===== config.mk =====
export PLATFORM = sky130hd
export DESIGN_NAME = cam_match_encoder_flat
export DESIGN_NICKNAME = d
export VERILOG_FILES = /design/src/rtl/cam_match_encoder_if.sv /design/src/rtl/cam_match_encoder.sv /design/src/flat_wrapper.sv
export SDC_FILE = /design/constraint.sdc
export NUM_CORES = 1
export LEC_CHECK = 0
export ABC_CLOCK_PERIOD_IN_PS = 4300
export CAP_MARGIN = 20
export CORE_MARGIN = 2
export CORE_UTILIZATION = 47
export CTS_CLUSTER_SIZE = 30
export DETAILED_ROUTE_END_ITERATION = 16
export PLACE_DENSITY = 0.86
export REMOVE_ABC_BUFFERS = 1
export SLEW_MARGIN = 10
export SYNTH_ARGS = -nofsm -noshare
export SYNTH_HDL_FRONTEND = slang
export SYNTH_SLANG_ARGS = --single-unit

===== constraint.sdc =====
create_clock -name clk -period 4.3 [get_ports clk]
set_input_delay 1.075 -clock clk [delete_from_list [all_inputs] [get_ports clk]]
set_output_delay 1.075 -clock clk [all_outputs]
set_load 0.02 [all_outputs]

===== src/rtl/cam_match_encoder_if.sv =====
// Address stream from the CAM match encoder to its consumer.
// The master drives addresses and the slave returns ready.
interface cam_match_encoder_if #(
    parameter int ADDR_WIDTH = 4
);
    logic                  m_valid;
    logic                  m_ready;
    logic [ADDR_WIDTH-1:0] m_addr;
    logic                  m_last;

    modport master (output m_valid, output m_addr, output m_last, input m_ready);
    modport slave  (input m_valid, input m_addr, input m_last, output m_ready);
endinterface


===== src/rtl/cam_match_encoder.sv =====
// Captures a CAM match bitmap and streams the address of every set bit,
// lowest address first, with hit/count/done status for the lookup controller.
module cam_match_encoder #(
    parameter  int ADDR_WIDTH = 4,
    localparam int VEC_W      = 2**ADDR_WIDTH
) (
    input  logic                  clk,
    input  logic                  rst,
    input  logic                  start,
    input  logic                  abort,
    input  logic [VEC_W-1:0]      match_vec,
    output logic                  busy,
    output logic                  hit,
    output logic [ADDR_WIDTH:0]   count,
    output logic                  done,
    cam_match_encoder_if.master   m
);
    typedef enum logic [1:0] {IDLE, EMIT, DONE} state_t;

    state_t                  state;
    logic [VEC_W-1:0]        pending;
    logic [ADDR_WIDTH-1:0]   low_idx;
    logic                    single;
    logic                    emit;

    // The extra count bit covers the all-ones vector.
    function automatic logic [ADDR_WIDTH:0] popcount(input logic [VEC_W-1:0] v);
        logic [ADDR_WIDTH:0] c;
        c = '0;
        for (int i = 0; i < VEC_W; i++)
            c = c + {{ADDR_WIDTH{1'b0}}, v[i]};
        return c;
    endfunction

    // Descending scan so the lowest set bit is the last one written.
    always_comb begin
        low_idx = '0;
        for (int i = VEC_W - 1; i >= 0; i--)
            if (pending[i])
                low_idx = ADDR_WIDTH'(i);
    end

    assign single = (pending != '0) && ((pending & (pending - VEC_W'(1))) == '0);
    assign emit   = (state == EMIT);

    // Stream outputs decode only from state and pending, never from inputs.
    assign m.m_valid = emit;
    assign m.m_addr  = emit ? low_idx : '0;
    assign m.m_last  = emit & single;
    assign busy      = (state != IDLE);
    assign done      = (state == DONE);

    always_ff @(posedge clk) begin
        if (rst) begin
            state   <= IDLE;
            pending <= '0;
            hit     <= 1'b0;
            count   <= '0;
        end else begin
            case (state)
                IDLE: begin
                    if (start) begin
                        pending <= match_vec;
                        count   <= popcount(match_vec);
                        hit     <= (match_vec != '0);
                        state   <= (match_vec != '0) ? EMIT : DONE;
                    end
                end
                EMIT: begin
                    if (abort) begin
                        pending <= '0;
                        state   <= IDLE;
                    end else if (m.m_ready) begin
                        // Clearing the lowest set bit retires the address on the bus.
                        pending <= pending & (pending - VEC_W'(1));
                        if (single)
                            state <= DONE;
                    end
                end
                DONE: begin
                    state <= IDLE;
                end
                default: begin
                    state <= IDLE;
                end
            endcase
        end
    end
endmodule


===== src/flat_wrapper.sv =====
// flat-port wrapper written by rule: the top's interface ports become plain ports
module cam_match_encoder_flat 
#(
    parameter  int ADDR_WIDTH = 4,
    localparam int VEC_W      = 2**ADDR_WIDTH
)
  (clk, rst, start, abort, match_vec, busy, hit, count, done, m_m_valid, m_m_addr, m_m_last, m_m_ready);
  cam_match_encoder_if #(.ADDR_WIDTH(ADDR_WIDTH)) m_i ();
  input  logic clk;
  input  logic rst;
  input  logic start;
  input  logic abort;
  input  logic [VEC_W-1:0] match_vec;
  output logic busy;
  output logic hit;
  output logic [ADDR_WIDTH:0] count;
  output logic done;
  output wire logic [$bits(m_i.m_valid)-1:0] m_m_valid;
  output wire logic [$bits(m_i.m_addr)-1:0] m_m_addr;
  output wire logic [$bits(m_i.m_last)-1:0] m_m_last;
  input wire logic [$bits(m_i.m_ready)-1:0] m_m_ready;
  assign m_m_valid = m_i.m_valid;
  assign m_m_addr = m_i.m_addr;
  assign m_m_last = m_i.m_last;
  assign m_i.m_ready = m_m_ready;
  cam_match_encoder #(.ADDR_WIDTH(ADDR_WIDTH)) u_core (.clk(clk), .rst(rst), .start(start), .abort(abort), .match_vec(match_vec), .busy(busy), .hit(hit), .count(count), .done(done), .m(m_i));
endmodule

# Word level (Yosys, flattened, before mapping)
# Index checks and enable logic that the tools add are counted.
# word_totals
register_bits	24
latchBits	0
ram_bits	0
mem_bits_ro	0
in_bits	21
output_inout_bits	14
elab_cells	64
n_memories	0
# classes
addsub	16
multipliers	0
n_div	0
order_cmp	0
eq_ne	5
shift	0
n_mux	27
n_bitwise	2
n_reduce_logical	10
# ops
cell	n
5-bit by 1-bit adder with 5-bit output	14
4-bit 2-to-1 mux	17
16-bit 2-to-1 mux	3
16-bit case mux with 2 select lines	1
16-bit nonzero test	2
16-bit AND	1
16-bit logical NOT	1
16-bit by 1-bit subtractor with 16-bit output, second input constant	1
2-bit 2-to-1 mux	5
3-bit AND reduction	2
2-bit case mux with 2 select lines	1
2-bit nonzero test	2
3-bit by 2-bit != test with 1-bit output, second input constant	1
3-bit != test, second input constant	1
1-bit by 1-bit adder with 2-bit output	1
2-bit by 1-bit == test with 1-bit output, second input constant	1
2-bit == test, second input constant	1
2-bit logical NOT	1
2-bit != test, second input constant	1
2-bit AND reduction	1
1-bit AND	1
1-bit logical AND	1

# Longest topological paths before layout
# Gate-level depths: netlist of run 1.
# logic_depth
depth_word	17
ltp_mapped	16
mapped_depth_nobuf	16

# Least setup slack after synthesis of run 1
# No wires, ideal clock.
# synth_path
kind	input port to flip-flop
start	in match_vec[0]
end	reg u_core.count[4]
setup_time_ps	128
arrival_ps	4249
t_required_ps	4172
setup_slack_ps	-77
stages	14
n_path_buf	0
cell_sequence	inv_1 > ha_1 > inv_1 > fa_1 > fa_1 > fa_1 > fa_1 > fa_1 > inv_1 > fa_1 > a21oi_1 > nor2_1 > a22oi_1 > nor2_1
# synth_between
elab_chain_cells	15
# synth_lines
element	line	source
from (decl)	flat_wrapper.sv:13	input logic [VEC_W-1:0] match_vec;
1-bit by 1-bit adder with 2-bit output	cam_match_encoder.sv:31	c = c + {{ADDR_WIDTH{1'b0}}, v[i]};
5-bit by 1-bit adder with 5-bit output (14 in series)	cam_match_encoder.sv:31	
to (signal assigned)	cam_match_encoder.sv:64	count <= popcount(match_vec);
to (decl)	cam_match_encoder.sv:14	output logic [ADDR_WIDTH:0] count,
# Every way passes these cells.
# A chain may end at the register's enable or synchronous reset.

# Final worst setup path of run 1
# layout_path
start	in match_vec[1]
end	reg u_core.count[2]
# The elaborated chain is that of the path after synthesis.

==> results of run 1 <==
-- how the worst min path moves through the flow --
| stage | startpoint | end | slack [ns] | cells after the start |
|---|---|---|---|---|
| 2_1_floorplan | u_core.pending[15] | u_core.pending[15] | 0.51 | 2 |
| 3_3_place_gp | u_core.count[3] | u_core.count[3] | 0.44 | 2 |
| 3_5_place_dp | u_core.count[3] | u_core.count[3] | 0.45 | 2 |
| 4_1_cts | u_core.count[3] | u_core.count[3] | 0.46 | 2 |
| 5_1_grt | u_core.count[3] | u_core.count[3] | 0.49 | 2 |
| 6_report | u_core.count[3] | u_core.count[3] | 0.46 | 2 |
-- registers in the layout, summed over array words and instances, names as in the netlist --
name and count:
u_core.count 5, u_core.state 2, u_core.hit 1, u_core.pending 16
-- cells by family after synthesis --
logic type	Yosys count
buffers and inverters	44
xor gates and xnor gates	3
and+or+nand+nor	95
AOI/OAI and AO/OA	60
adders and majority gates	18
muxes	1
DFF	24
-- per-stage QoR --
step | TNS (ns) | std cells | hold slack (ns) | total power, uW | area, um2
after floorplan | -0.202 | 232 | 0.507 | 584 | 1790
after CTS | -0.202 | 334 | 0.458 | 941 | 2400
after global routing | -0.405 | 335 | 0.488 | 1060 | 2440
after global placement | -2.88 | 328 | 0.443 | 742 | 2300
after detailed placement | -3.31 | 328 | 0.448 | 759 | 2300
final | -0.0595 | 335 | 0.458 | 984 | 2440
-- layer usage --
| metal | global-route usage (%) | part of all wire [%] |
|---|---|---|
| met3 | 2.20 | 7.0 |
| met1 | 35.7 | 42 |
| met2 | 42.5 | 50 |
| met4 | 7.14 | 1.5 |
| met5 | 0 | 0 |
-- Yosys cell counts, types with 2 or more instances --
library cell	instances	area, um2
sky130_fd_sc_hd__a211oi_1	5	37.5
sky130_fd_sc_hd__a21boi_0	2	15.0
sky130_fd_sc_hd__a21oi_1	9	45.0
sky130_fd_sc_hd__a22oi_1	12	90.1
sky130_fd_sc_hd__a311oi_1	3	26.3
sky130_fd_sc_hd__a32oi_1	2	17.5
sky130_fd_sc_hd__clkbuf_1	9	33.8
sky130_fd_sc_hd__clkbuf_2	2	10.0
sky130_fd_sc_hd__dfxtp_1	24	480
sky130_fd_sc_hd__fa_1	10	200
sky130_fd_sc_hd__ha_1	7	87.6
sky130_fd_sc_hd__inv_1	31	116
sky130_fd_sc_hd__nand2_1	25	93.8
sky130_fd_sc_hd__nand2b_1	3	18.8
sky130_fd_sc_hd__nand3_1	2	10.0
sky130_fd_sc_hd__nand4_1	4	25.0
sky130_fd_sc_hd__nor2_1	40	150
sky130_fd_sc_hd__nor2b_1	2	12.5
sky130_fd_sc_hd__nor3_1	6	30.0
sky130_fd_sc_hd__nor4_1	3	18.8
sky130_fd_sc_hd__o21a_1	2	15.0
sky130_fd_sc_hd__o21ai_0	12	60.1
sky130_fd_sc_hd__or2_2	2	12.5
sky130_fd_sc_hd__or4_1	2	15.0
sky130_fd_sc_hd__or4_4	3	33.8
sky130_fd_sc_hd__xnor2_1	2	17.5
-- power by group through the flow --
stage                     clock, uW  combinational [uW]  sequential, uW
after floorplan                   0                 290             294
after detailed placement          0                 476             283
final                           158                 547             280
after CTS                       160                 503             278
after global routing            172                 604             284
after global placement            0                 460             283
-- layout make-up --
| class | instances | area (um2) |
|---|---|---|
| Inverter | 31 | 121 |
| Fill cell | 323 | 1280 |
| Sequential cell | 24 | 480 |
| Tap cell | 48 | 60.1 |
| Timing Repair Buffer | 51 | 473 |
| Multi-Input combinational cell | 177 | 1250 |
| Clock buffer | 4 | 55.1 |
-- worst max-delay path, delay by kind of cell --
kind / cells / cell delay (ns)
AOI/OAI and AO/OA: 1 / 0.09
xor gates and xnor gates: 1 / 0.19
adders and majority gates: 7 / 2.79
buffers and inverters: 5 / 0.33
-- repair_timing --
item | 4_1_cts | 5_1_grt
setup endpoints to repair | 5 | 5
gates resized for setup | 28 | 6
pin swaps | 12 | 11
gates cloned | 0 | 0
setup buffers | 2 | 1
hold buffers | 0 | 0
==> results.md, run 1 <==
- The buffer levels on the longest clock path is 2.
- Setup repair after global routing could not meet its margin everywhere.
- The worst-path cell with the longest stage delay is sky130_fd_sc_hd__fa_2.
- Cells fill 65.7% of the core in the end.
- The flip-flop and latch count after synthesis is 24.
- The latest clock arrival within the worst-skew pair is 0.27 ns.
- After synthesis, the largest family of logic cells by area is simple AND/OR/NAND/NOR gates.
- The cell at the root of the clock tree is sky130_fd_sc_hd__clkbuf_8.
- The number of cells on the worst reg-to-reg path is 6.
- The number of iterations in the first detailed-routing pass is 5.
- Before CTS, the worst setup slack after placement is -0.790 ns.
- The power density normalized to cell area is 403 nW/um2.
- The number of warnings reported in the yosys synthesis log is 0.
- In this run the critical register-to-register path is launched from u_core.pending[4].
- The headroom to the max-slew limit is 35.1%.
- The tightest min-delay check is of the flip-flop to flip-flop type.
- The detail route stage leaves a number of antenna-violating nets equal to 0.
- The gate count of the mapped netlist is 245.
- The number of max-capacitance violations reported is 0.
- The worst setup path is captured at a flip-flop.
- At the end of routability-driven placement, the weighted congestion stood at 0.879.
- The floorplan step defined a die boundary enclosing 4460 um2.
- Wires add up to 5290 um.
- The max-slew violation count is 0.
- The number of antenna violations at the first check in global routing was 0.
- The area growth from synthesis to layout is 31.6%.
- The average cell area after synthesis is 7.57 um2.
- The synthesized netlist devotes 24.0% of its cell area to simple gates.
- The initial core utilization is 49.9%.
- For this run, the slowest stage of the critical path takes 0.56 ns.
- Timing would allow up to 230 MHz.
- The clock net sink count is 24.
- Walking the worst path, the cells encountered are buf_8 > inv_4 > ha_4 > inv_2 > fa_1 > fa_2 > fa_1 > fa_1 > fa_2 > inv_2 > fa_2 > buf_4 > xnor2_2 > a211oi_2.
- The final critical-path share of the clock period is 101%.
- The share of layout cells above drive strength 1 is 16.4%.
- The worst setup path is of the primary input to flip-flop kind.
- Summing over every cut layer, the via total after detailed routing is 1967.
- The total of buffers placed on input and output ports is 34.
- The number of buffers created by CTS is 3.
- Counting flops with a built-in enable in the synthesized netlist gives 0.
- The horizontal extent of the die is 66.8 um.
- The total setup violations reported at the end of the flow is 3.
- After detailed routing, the number of remaining DRC violations is 0.
- The CTS tree is done.
- The site row count is 22.
- The post-synth design cell area is 1850 um2.
- The final worst-path setup slack is -0.0536 ns.
- The mux cell area share after synthesis is 0.607%.
- The library cell used most frequently in the layout, excluding fill and tap cells, is sky130_fd_sc_hd__nor2_1.
- Detailed placement ended at an HPWL of 3810 um.
- The number of vias per cell is 5.87.
- The analysis attributes to net switching a power of 389 uW.
- Entering global routing, the biggest net connects 25 pins.
- The required time of the critical path is 4.42 ns.
- The first global-routing pass estimated 8740 um of wire.
- The synthesized netlist contains 47 unique library cells.
- Summing the areas of all compound-gate instances in the mapped netlist gives 22.5% of the synthesized area.
- Sequential elements use 25.9% of the synthesized area.
- For the pin with the worst max-slew slack, the measured transition is 0.970 ns.
- The switching power share of the total is 39.5%.
- The run finished, with violations left.
- The post-synthesis share of cell area spent on full adders, half adders and majority gates is 16.1%.
- The core region is 3720 um2.
- The checks that failed: setup timing.
- Of all nets on the critical path, the largest fanout is 2.
- For this run, the leading register cell type out of synthesis is sky130_fd_sc_hd__dfxtp_1.
- The aggregate global-route resource usage is 25.7%.
- Between clock sinks in the finished design, the worst skew comes to 0.00235 ns.
- The kind of start point of the critical path is a primary input.
- Sequential cells account for 28.4% of the total power.
- The capture point of the worst path is u_core.count[2].
- The part of the power in the clock network is 16.0%.
- Summed over all cells, the static leakage comes to 0.00106 uW.
- The number of I/O pins is 35.
- The worst path in the final design needs a cycle of 4.35 ns, including I/O delays and setup.
- Global routing finished with a remaining overflow of 0.
- Dividing the detail-routed wire length by the instance count gives 15.8 um.
- The die outline height is 66.8 um.
- Cell internal power was estimated by the tool at 596 uW.
- The number of global-route vias before repair came to 1821.
- The clock edge transition at the registers on the reported setup and hold paths is 0.09 ns.
- The reg-to-reg critical path endpoint is u_core.state[1].
- Tracing the worst setup path back leads to its startpoint at match_vec[1].
- The number of nets in the layout is 326.
- The count of final hold-check violations is 0.
- In this run the register-to-register setup slack is 1.96 ns.
- In this run the number of H-tree levels came out at 1.
- The top cell types in the final layout, fill and taps aside, are sky130_fd_sc_hd__nor2_1, sky130_fd_sc_hd__clkdlybuf4s50_1, sky130_fd_sc_hd__inv_1.
- The violation count after the first detailed-routing iteration is 167.
- The area share of xor/xnor cells in the synthesized design is 1.42%.
- Combinational logic burns 55.6% of the power.
- The arrival time at the worst endpoint is 4.48 ns.
- The final antenna diode count is 0.
- The post-synthesis async set-or-reset flop share is 0%.
- The worst-case IR drop observed on VDD is 0.373 mV.
No activity file was read; power rests on OpenSTA's default activity.
==> run 2: changes to the inputs <==
--- a/config.mk
+++ b/config.mk
@@ -7,8 +7,9 @@
 export LEC_CHECK = 0
 export ABC_CLOCK_PERIOD_IN_PS = 4300
 export CAP_MARGIN = 20
-export CORE_MARGIN = 2
+export CORE_MARGIN = 5
 export CORE_UTILIZATION = 47
+export CTS_CLUSTER_DIAMETER = 40
 export CTS_CLUSTER_SIZE = 30
 export DETAILED_ROUTE_END_ITERATION = 16
 export PLACE_DENSITY = 0.86
==> results.md, run 2 (synthesis results as in run 1) <==
- Run status: finished, violations left (unchanged).
- Violations in the final reports: setup timing (unchanged).
- The via count was 1987 (was 1967).
- The initial core utilization was 49.5% (was 49.9%).
- The share of layout cells above drive strength 1 came to 17.2% (was 16.4%).
- The number of global-route vias before repair is 1895 (was 1821).
- The capturing element type of the critical path is a flip-flop (unchanged).
- The clock net sink count is 24 (unchanged).
- The final worst-path setup slack is -0.0245 ns (was -0.0536 ns).
- The headroom to the max-slew limit came to 34.1% (was 35.1%).
- The largest net degree at the start of global routing is 25 (unchanged).
- The leakage power figure came to 0.00107 uW (was 0.00106 uW).
- The clock edge transition at the registers on the reported setup and hold paths was 0.09 ns (about the same).
- The type of the setup path with the least slack is primary input to flip-flop (unchanged).
- The measured slew at the worst slew-check pin is 0.985 ns (was 0.970 ns).
- The number of nets in the layout is 329 (was 326).
- The count of final hold-check violations was 0 (unchanged).
- The DRC violation count after routing is 0 (unchanged).
- The number of iterations in the first detailed-routing pass is 5 (unchanged).
- The number of nets with antenna violations after detailed routing is 0 (unchanged).
- The number of I/O pins is 35 (unchanged).
- The first-pass GRT wire length is 8920 um (was 8740 um).
- The post-synthesis to final-layout area growth is 33.1% (was 31.6%).
- The final RePlAce weighted congestion is 0.902 (was 0.879).
- The kind of start point of the critical path is a primary input (unchanged).
- The violation count after the first detailed-routing iteration is 224 (was 167).
- Commonest cells after routing, fill and taps aside: sky130_fd_sc_hd__nor2_1, sky130_fd_sc_hd__clkdlybuf4s50_1, sky130_fd_sc_hd__inv_1 (unchanged).
- The total die area is 5300 um2 (was 4460 um2).
- The number of flip-flops in the largest register is 16 (unchanged).
- The register with the highest flop count is u_core.pending (unchanged).
- The worst hold-check path type is flip-flop to flip-flop (unchanged).
- The peak supply drop is 0.444 mV (was 0.373 mV).
- The buffer levels on the longest clock path is 2 (unchanged).
- The max-slew violation count is 0 (unchanged).
- The total wire length after detailed routing is 5520 um (was 5290 um).
- The die outline height came to 72.8 um (was 66.8 um).
- RSZ-0062 raised after global routing: true (unchanged).
- The site row count is 22 (unchanged).
- The required time of the critical path is 4.42 ns (about the same).
- The number of fill cells came to 296 (was 323).
- The number of vias per cell is 5.88 (was 5.87).
- The placeable core region is 3740 um2 (was 3720 um2).
- The upper clock frequency limit is 231 MHz (was 230 MHz).
- The setup clock skew after layout is 0.00578 ns (was 0.00235 ns).
- Registers with the highest flip-flop counts: u_core.pending x16, u_core.count x5, u_core.state x2 (unchanged).
- The power density normalized to cell area is 417 nW/um2 (was 403 nW/um2).
- The final antenna diode count is 0 (unchanged).
- The largest fanout on the critical path came to 2 (unchanged).
- The remaining global-route overflow is 0 (unchanged).
- The number of max-capacitance violations reported was 0 (unchanged).
- The average detailed-routed wire length per instance came to 16.3 um (was 15.8 um).
- The aggregate global-route resource usage was 21.3% (was 25.7%).
- The clock period minus worst slack is 4.32 ns (was 4.35 ns).
- The total of buffers placed on input and output ports is 34 (unchanged).
- The CTS tree is done (unchanged).
- The number of antenna violations at the first check in global routing is 0 (unchanged).
- The horizontal extent of the die is 72.8 um (was 66.8 um).
- The latest clock arrival within the worst-skew pair is 0.27 ns (about the same).
- The detailed-placement wirelength estimate is 3900 um (was 3810 um).
- The final total power was 1030 uW (was 984 uW).
- The arrival time at the worst endpoint is 4.44 ns (was 4.48 ns).
- The cell at the root of the clock tree was sky130_fd_sc_hd__clkbuf_8 (unchanged).
- The H-tree level count came to 1 (unchanged).
- The leading cell type in the layout, fill and taps excluded is sky130_fd_sc_hd__nor2_1 (unchanged).
- The total setup violations reported at the end of the flow was 1 (was 3).
- The number of buffers created by CTS is 3 (unchanged).
- The final critical-path share of the clock period is 101% (about the same).
- The worst slack after detailed placement is -0.817 ns (was -0.790 ns).
[run 2: cell types whose count changed in the layout (fill, tap and decap cells not counted)]
| cell | change |
|---|---|
| sky130_fd_sc_hd__o41ai_1 | +1 |
| sky130_fd_sc_hd__nand2_2 | +1 |
| sky130_fd_sc_hd__o41ai_2 | -1 |
| sky130_fd_sc_hd__buf_4 | +3 |
| sky130_fd_sc_hd__nand2_1 | -1 |
| sky130_fd_sc_hd__xnor2_4 | +1 |
| sky130_fd_sc_hd__dlygate4sd2_1 | +1 |
| sky130_fd_sc_hd__xnor2_2 | -1 |
| sky130_fd_sc_hd__clkdlybuf4s15_1 | -1 |
[run 2: routing by layer]
| metal | GRT usage [%] | up-vias | share of wire, % | routed length (um) |
|---|---|---|---|---|
| met5 | 0 | - | 0 | 0 |
| met4 | 5.53 | 0 | 1.6 | 91 |
| met3 | 4.27 | 11 | 9.5 | 525 |
| met2 | 37.4 | 116 | 49 | 2700 |
| met1 | 26.5 | 924 | 40 | 2210 |
| li1 | - | 936 | - | - |
[run 2: path summary, 6_finish.rpt]
kind                                        start         endpoint  slack (ns)  cells past startpoint
worst max-delay path                 match_vec[1]  u_core.count[2]       -0.02                     14
worst min-delay path              u_core.count[3]  u_core.count[3]        0.47                      2
worst max register to register  u_core.pending[3]  u_core.state[0]        1.95                      6
worst min register to register    u_core.count[3]  u_core.count[3]        0.47                      2
[run 2: where the power goes]
part,switching [uW],internal [uW],leakage (uW)
combinational,305,287,0.000844
clock,76.8,81.9,0.0000288
sequential,29.6,249,0.000197
[run 2: layout make-up]
cell class	instances	area (um2)	area share, %
multi-input cells	177	1260	50.9
inverters	31	121	4.92
clock buffers	4	55.1	2.23
well taps	48	60.1	2.43
repair buffers	54	494	20.0
flip-flops and latches	24	480	19.5
[run 2: timing repair]
item | 4_1_cts | 5_1_grt
buffers inserted | 1 | 0
resized for setup | 30 | 4
hold buffers | 0 | 0
hold endpoints to repair | 0 | 0
endpoints found under the setup margin | 5 | 4
pin swaps | 12 | 10
[run 2: worst max-delay path, cell delays in order]
cell                       delay [ns]
sky130_fd_sc_hd__buf_8           0.08
sky130_fd_sc_hd__inv_4           0.03
sky130_fd_sc_hd__ha_4            0.25
sky130_fd_sc_hd__inv_2           0.03
sky130_fd_sc_hd__fa_1            0.47
sky130_fd_sc_hd__fa_2            0.57
sky130_fd_sc_hd__fa_1            0.43
sky130_fd_sc_hd__fa_1            0.52
sky130_fd_sc_hd__fa_2            0.20
sky130_fd_sc_hd__inv_2           0.05
sky130_fd_sc_hd__fa_2            0.34
sky130_fd_sc_hd__buf_4           0.17
sky130_fd_sc_hd__xnor2_4         0.16
sky130_fd_sc_hd__a211oi_2        0.08
[run 2: stage by stage]
step	setup TNS (ns)	util, %	hold WS, ns	cells	area [um2]
floorplan	-0.202	-	0.507	232	1790
global placement	-2.84	62.6	0.444	333	2340
detailed placement	-3.34	62.6	0.454	333	2340
CTS	-0.297	65.3	0.464	338	2440
global route	-0.340	65.9	0.505	338	2470
finish	-0.0245	65.9	0.470	338	2470
